### src/rtl/polaris_ifetch_pkg.sv
// Shared definitions for the instruction-fetch bridge: FSM state encoding,
// CPU fetch-size codes and the watchdog expiry count.
package polaris_ifetch_pkg;

    // Bridge FSM states: waiting, low beat, high beat, acknowledge to CPU
    typedef enum logic [1:0] {
        ST_IDLE = 2'b00,
        ST_LO   = 2'b01,
        ST_HI   = 2'b10,
        ST_ACK  = 2'b11
    } ifetch_state_t;

    // CPU fetch-size encodings; 2'b11 is reserved and behaves as a word
    localparam logic [1:0] ISIZ_NONE = 2'b00;
    localparam logic [1:0] ISIZ_HALF = 2'b01;
    localparam logic [1:0] ISIZ_WORD = 2'b10;

    // Number of consecutive un-acknowledged bus cycles before a fetch aborts
    localparam logic [7:0] TIMEOUT_LIMIT = 8'd255;

    // True when the fetch needs both 16-bit beats
    function automatic logic is_word_fetch(input logic [1:0] siz);
        logic word;
        case (siz)
            ISIZ_HALF: word = 1'b0;
            ISIZ_WORD: word = 1'b1;
            default:   word = 1'b1;
        endcase
        return word;
    endfunction

endpackage

### src/rtl/ifetch_bridge_if.sv
// Signal bundle between the CPU fetch port, the bridge and the 16-bit
// Wishbone classic bus. The master modport is the bridge's view; the slave
// modport is the view of the surrounding CPU/bus environment.
interface ifetch_bridge_if;

    logic [63:0] iadr_i;
    logic [1:0]  isiz_i;
    logic        iack_o;
    logic [31:0] idat_o;
    logic        ierr_o;
    logic        wb_cyc_o;
    logic        wb_stb_o;
    logic [63:0] wb_adr_o;
    logic [15:0] wb_dat_i;
    logic        wb_ack_i;

    modport master (
        input  iadr_i,
        input  isiz_i,
        output iack_o,
        output idat_o,
        output ierr_o,
        output wb_cyc_o,
        output wb_stb_o,
        output wb_adr_o,
        input  wb_dat_i,
        input  wb_ack_i
    );

    modport slave (
        output iadr_i,
        output isiz_i,
        input  iack_o,
        input  idat_o,
        input  ierr_o,
        input  wb_cyc_o,
        input  wb_stb_o,
        input  wb_adr_o,
        output wb_dat_i,
        output wb_ack_i
    );

endinterface

### src/rtl/ifetch_watchdog.sv
// Bus-stall watchdog for the fetch bridge. Counts bus cycles that pass
// without an acknowledge and flags expiry once TIMEOUT_LIMIT is reached.
// Only instantiated when IFETCH_TIMEOUT_EN is defined.
module ifetch_watchdog
    import polaris_ifetch_pkg::*;
(
    input  logic clk_i,
    input  logic reset_i,
    input  logic clear_i,
    input  logic count_en_i,
    output logic expire_o
);

    logic [7:0] cnt_q;
    logic [7:0] cnt_d;

    // Clear wins over counting; the count saturates at the limit
    always_comb begin
        cnt_d = cnt_q;
        if (clear_i) begin
            cnt_d = 8'd0;
        end else if (count_en_i && (cnt_q != TIMEOUT_LIMIT)) begin
            cnt_d = cnt_q + 8'd1;
        end
    end

    // Counter register with synchronous reset
    always_ff @(posedge clk_i) begin
        if (reset_i) begin
            cnt_q <= 8'd0;
        end else begin
            cnt_q <= cnt_d;
        end
    end

    assign expire_o = (cnt_q == TIMEOUT_LIMIT);

endmodule

### src/rtl/ifetch_bridge.sv
// Instruction-fetch bridge: turns a CPU halfword/word fetch into one or two
// 16-bit Wishbone classic read beats (low halfword first, cyc held across
// both beats) and returns the result with a one-cycle iack_o strobe.
// Optional stall watchdog enabled by defining IFETCH_TIMEOUT_EN; without it
// the bridge waits indefinitely for the bus and ierr_o is tied to 0.
module ifetch_bridge
    import polaris_ifetch_pkg::*;
(
    input  logic             clk_i,
    input  logic             reset_i,
    ifetch_bridge_if.master  bus
);

    ifetch_state_t state_q, state_d;
    logic [63:0]   base_q, base_d;
    logic          word_q, word_d;
    logic [15:0]   lo_q, lo_d;
    logic [31:0]   idat_q, idat_d;
    logic          err_q, err_d;

    logic          in_beat;
    logic          beat_ack;
    logic          expired;

    assign in_beat  = (state_q == ST_LO) || (state_q == ST_HI);
    assign beat_ack = in_beat && bus.wb_ack_i;

`ifdef IFETCH_TIMEOUT_EN
    logic wd_clear;
    logic wd_count;

    // Counter restarts while idle (so it is zero on entering LO) and on each beat ack
    assign wd_clear = (state_q == ST_IDLE) || beat_ack;
    assign wd_count = in_beat && !bus.wb_ack_i;

    ifetch_watchdog u_watchdog (
        .clk_i      (clk_i),
        .reset_i    (reset_i),
        .clear_i    (wd_clear),
        .count_en_i (wd_count),
        .expire_o   (expired)
    );
`else
    assign expired = 1'b0;
`endif

    // Next-state logic: latch request in IDLE, collect beats, abort on expiry
    always_comb begin
        state_d = state_q;
        base_d  = base_q;
        word_d  = word_q;
        lo_d    = lo_q;
        idat_d  = idat_q;
        err_d   = err_q;

        case (state_q)
            ST_IDLE: begin
                err_d = 1'b0;
                if (bus.isiz_i != ISIZ_NONE) begin
                    base_d  = {bus.iadr_i[63:1], 1'b0};
                    word_d  = is_word_fetch(bus.isiz_i);
                    state_d = ST_LO;
                end
            end
            ST_LO: begin
                if (bus.wb_ack_i) begin
                    lo_d = bus.wb_dat_i;
                    if (word_q) begin
                        state_d = ST_HI;
                    end else begin
                        idat_d  = {16'h0000, bus.wb_dat_i};
                        err_d   = 1'b0;
                        state_d = ST_ACK;
                    end
                end else if (expired) begin
                    idat_d  = 32'h0000_0000;
                    err_d   = 1'b1;
                    state_d = ST_ACK;
                end
            end
            ST_HI: begin
                if (bus.wb_ack_i) begin
                    idat_d  = {bus.wb_dat_i, lo_q};
                    err_d   = 1'b0;
                    state_d = ST_ACK;
                end else if (expired) begin
                    idat_d  = 32'h0000_0000;
                    err_d   = 1'b1;
                    state_d = ST_ACK;
                end
            end
            ST_ACK: begin
                err_d   = 1'b0;
                state_d = ST_IDLE;
            end
            default: begin
                state_d = ST_IDLE;
            end
        endcase
    end

    // State and datapath registers; reset discards any fetch in flight
    always_ff @(posedge clk_i) begin
        if (reset_i) begin
            state_q <= ST_IDLE;
            base_q  <= 64'h0;
            word_q  <= 1'b0;
            lo_q    <= 16'h0;
            idat_q  <= 32'h0;
            err_q   <= 1'b0;
        end else begin
            state_q <= state_d;
            base_q  <= base_d;
            word_q  <= word_d;
            lo_q    <= lo_d;
            idat_q  <= idat_d;
            err_q   <= err_d;
        end
    end

    // Bus outputs decode directly from state; the high beat address wraps mod 2^64
    always_comb begin
        bus.wb_cyc_o = in_beat;
        bus.wb_stb_o = in_beat;
        bus.wb_adr_o = 64'h0;
        if (state_q == ST_LO) begin
            bus.wb_adr_o = base_q;
        end else if (state_q == ST_HI) begin
            bus.wb_adr_o = base_q + 64'd2;
        end
    end

    assign bus.iack_o = (state_q == ST_ACK);
    assign bus.idat_o = idat_q;
    assign bus.ierr_o = err_q && (state_q == ST_ACK);

endmodule

### src/flat_wrapper.sv
// flat-port wrapper written by rule: the top's interface ports become plain ports
module ifetch_bridge_flat import polaris_ifetch_pkg::*;
  (clk_i, reset_i, bus_iadr_i, bus_isiz_i, bus_iack_o, bus_idat_o, bus_ierr_o, bus_wb_cyc_o, bus_wb_stb_o, bus_wb_adr_o, bus_wb_dat_i, bus_wb_ack_i);
  ifetch_bridge_if bus_i ();
  input  logic clk_i;
  input  logic reset_i;
  input wire logic [$bits(bus_i.iadr_i)-1:0] bus_iadr_i;
  input wire logic [$bits(bus_i.isiz_i)-1:0] bus_isiz_i;
  output wire logic [$bits(bus_i.iack_o)-1:0] bus_iack_o;
  output wire logic [$bits(bus_i.idat_o)-1:0] bus_idat_o;
  output wire logic [$bits(bus_i.ierr_o)-1:0] bus_ierr_o;
  output wire logic [$bits(bus_i.wb_cyc_o)-1:0] bus_wb_cyc_o;
  output wire logic [$bits(bus_i.wb_stb_o)-1:0] bus_wb_stb_o;
  output wire logic [$bits(bus_i.wb_adr_o)-1:0] bus_wb_adr_o;
  input wire logic [$bits(bus_i.wb_dat_i)-1:0] bus_wb_dat_i;
  input wire logic [$bits(bus_i.wb_ack_i)-1:0] bus_wb_ack_i;
  assign bus_i.iadr_i = bus_iadr_i;
  assign bus_i.isiz_i = bus_isiz_i;
  assign bus_iack_o = bus_i.iack_o;
  assign bus_idat_o = bus_i.idat_o;
  assign bus_ierr_o = bus_i.ierr_o;
  assign bus_wb_cyc_o = bus_i.wb_cyc_o;
  assign bus_wb_stb_o = bus_i.wb_stb_o;
  assign bus_wb_adr_o = bus_i.wb_adr_o;
  assign bus_i.wb_dat_i = bus_wb_dat_i;
  assign bus_i.wb_ack_i = bus_wb_ack_i;
  ifetch_bridge u_core (.clk_i(clk_i), .reset_i(reset_i), .bus(bus_i));
endmodule
### config.mk
export PLATFORM = sky130hd
export DESIGN_NAME = ifetch_bridge_flat
export DESIGN_NICKNAME = d
export VERILOG_FILES = /design/src/rtl/polaris_ifetch_pkg.sv /design/src/rtl/ifetch_bridge_if.sv /design/src/rtl/ifetch_watchdog.sv /design/src/rtl/ifetch_bridge.sv /design/src/flat_wrapper.sv
export SDC_FILE = /design/constraint.sdc
export NUM_CORES = 1
export LEC_CHECK = 0
export ABC_AREA = 1
export CORE_MARGIN = 2
export CORE_UTILIZATION = 25
export DETAILED_ROUTE_END_ITERATION = 7
export DONT_BUFFER_PORTS = 1
export PLACE_DENSITY = 0.43
export SKIP_CTS_REPAIR_TIMING = 1
export SYNTH_ARGS = -nofsm -noshare
export SYNTH_HDL_FRONTEND = slang
export SYNTH_HIERARCHICAL = 1
export SYNTH_SLANG_ARGS = --single-unit
### constraint.sdc
create_clock -name clk_i -period 2.7 [get_ports clk_i]
set_input_delay 0.54 -clock clk_i [delete_from_list [all_inputs] [get_ports clk_i]]
set_output_delay 0.54 -clock clk_i [all_outputs]
set_load 0.1 [all_outputs]
==> flow_summary.yaml <==
detailed_routing:
  route.detailed.drc: 0
  wire_per_inst_um: 16.8
  first_iter_violations: 414
  vias_per_cell: 4.75
  drt-total-wl_um: 25000
  dr.pass1.iters: 5
  vias: 7067
  ant_nets: 0
outcome:
  violations: "setup timing"
  outcome: "finished with violations"
timing:
  finalHoldViolCount: 0
  holdWs_ns: 0.190
  slew_headroom_pct: 34.1
  fin_crit_ns: 2.86
  layout_setup_ws_ns: -0.156
  fin_crit_sh_pct: 106
  fin_setup_tns_ns: -2.96
  worst_slew_pin_slew_ns: 0.988
  fmax_mhz: 350
  rsz0062_at_grt: "yes"
  final-setup-viol-count: 39
  slew_violations: 0
  fin_skew_ns: 0.0130
setup_path:
  worst-path-max-fanout: 5
  r2r-start: "u_core/state_q[1]$_SDFFE_PP0P_"
  cp-start-kind: "flop"
  cp-end-kind: "output port"
  worst-endpoint-required_ns: 2.16
  r2r-end: "u_core/bus.idat_o[13]$_SDFFE_PP0P_"
  cp_top_family: "simple AND/OR/NAND/NOR gates"
  cp.buffers_inverters: 3
  crit_chain: "inv_4, ha_4, inv_4, nand2_4, nor2_4, nand2_4, nor2_4, and2_4, nand2_4, nand2_2, nand2_2, nor2_4, buf_12"
  crit_type: "flop to output port"
  cp.arrival_ns: 2.32
  rr_worst_depth: 10
  slowest_stage: "dfxtp_2"
  cp_num_cells: 13
  cp_slowest_stage_delay_ns: 0.35
  ff2ff_setup_slack_ns: 0.88
  crit_end: "bus_wb_adr_o[49]"
  startpoint: "u_core/state_q[1]$_SDFFE_PP0P_"
yosys:
  ys_ff_latch: 114
  yosysWarnings: 6
  synth.top_cell.area_share_pct: 34.6
  synthCells: 1033
  syn_area_mm2: 0.00659
  ys.flop_type: "dfxtp_1"
  yosysSeqAreaShare_pct: 34.6
  synth_top_cell_by_area: "dfxtp_1"
  async_flop_share_pct: 0
  ys_types: 34
  netlist_top_cells_area: "dfxtp_1, nand2_1, nor2_1"
  syn_area_per_cell_um2: 6.38
  synth-edff-count: 0
clocking:
  cts_inserted_buffers: 17
  h-tree-depth: 4
  clk-insertion-delay-late_ns: 0.43
  clk_pin_slew_ns: 0.06
  cts_sinks: 114
  cts_tree: "built"
  cts_buffer_depth: 2
  cts-root-buf: "clkbuf_16"
final_layout:
  final_core_util_pct: 39.8
  syn_to_final_growth_pct: 56.8
  antenna_cells: 0
  layout-drive-gt1-share_pct: 34.2
  nets: 1232
  fin_area_mm2: 0.0103
grt:
  grt_pass1_vias: 6663
  antenna_found_initial: 0
  grt_usage_pct: 17.4
  overflow: 0
  grt_max_degree: 115
  grt_pass1_wl_um: 37800
flow_run:
  drv_cap: 0
placed_design:
  finalWeightedCongestion: 0.871
  portBuffers: 0
  post_dp_cell_area_mm2: 0.00889
  hpwlAfterDp_um: 18300
floorplanning:
  row_count: 59
  die_x_um: 166
  die_area_mm2: 0.0277
  io_pins: 185
  core_mm2: 0.0260
  die_h_um: 166
  start_util_pct: 25.4
pwr:
  vdd_drop_max_mv: 0.601
  power-per-cell-area_mw_per_mm2: 1080
  p_total_mw: 11.2
  leakagePower_nw: 3.71
worst_hold_path:
  worstHoldStart: "reset_i"
  worstHoldPathType: "primary input to flop"
==> routing by layer <==
| metal | track usage (%) | part of all wire [%] |
|---|---|---|
| met1 | 22.7 | 46 |
| met2 | 28.0 | 46 |
| met3 | 5.43 | 6.9 |
| met4 | 4.31 | 1.2 |
| met5 | 0 | 0 |
==> Yosys cell counts (2+ instances only) <==
cell      number
o21ai_1        5
buf_1          5
nand3b_1      16
a21oi_1       91
nand2_1      267
nor2_8         3
nor2_4         6
nor3b_1        2
nand2_2        7
nand3_1       24
nor2_1       201
nor2_2         8
buf_2          6
o21ai_0       23
buf_4          3
inv_1         93
nor3_1        10
a211oi_1      75
nand4_1        8
nand2_4        3
and2_1         4
inv_2          4
o21bai_1       3
ha_1           6
nand3_2        4
clkbuf_1      35
dfxtp_1      114
==> through the flow <==
step | setup WS (ns) | cells
finish | -0.156 | 1489
global route | -0.234 | 1489
CTS | -0.445 | 1459
detailed placement | 0.0116 | 1427
global placement | 0.0357 | 1427
floorplan | -0.574 | 1034
==> flip-flops by register name, indices dropped and copies added (netlist names) <==
name	flops
u_core/lo_q	16
u_core/base_q	63
u_core/state_q	2
u_core/word_q	1
u_core/bus.idat_o	32
==> final cells by class <==
type	count	area, um^2
Sequential cell	114	2320
Clock inverter	15	159
Tap cell	335	419
Fill cell	2712	15700
Multi-Input combinational cell	775	4730
Clock buffer	17	425
Timing Repair Buffer	136	1900
Inverter	97	382
==> where the power goes <==
part           leakage, nW  switching, mW  internal (mW)  total, mW
Sequential           0.946          0.766           2.17       2.94
Combinational         2.48           4.15           1.82       5.97
Clock                0.280          0.984           1.31       2.29
==> placed cells by master (no fill, tap or decap), types with 4 or more instances in the layout <==
cell       count
o21ai_2        9
a211oi_1      75
inv_1         88
nor2_4        61
nand2_1      240
nand2_4        9
dfxtp_2       22
nor3_2         4
dfxtp_1       89
a21oi_4       10
a21oi_2       20
buf_12        67
o21ai_0       14
nand3_4        5
nand2_2       26
a21oi_1       61
o21ai_1        5
inv_6          8
nor2_2        28
buf_4         58
nor3_4         5
nand3b_1      16
inv_8          4
nand3_2        6
nand3_1       17
nand4_1        8
buf_6         11
inv_4          5
clkbuf_16     17
nor2_1       127
==> worst min-delay path by stage <==
stage                                              end  slack [ns]  cells after the start
floorplan                   u_core/word_q$_SDFFE_PP0P_        0.45                      2
global placement           u_core/lo_q[8]$_SDFFE_PP0P_        0.48                      2
detailed placement         u_core/lo_q[2]$_SDFFE_PP0P_        0.48                      2
CTS                 u_core/bus.idat_o[22]$_SDFFE_PP0P_        0.17                      1
global route        u_core/bus.idat_o[14]$_SDFFE_PP0P_        0.19                      1
finish              u_core/bus.idat_o[30]$_SDFFE_PP0P_        0.19                      1
==> kinds of logic after synthesis <==
kind of cell	synth area share [%]
simple gates	37.2
flops	34.6
compound gates	18.4
other cells	0.0569
buf+inv	8.60
fa+ha+maj	1.14
No activity file was read; power rests on OpenSTA's default activity.
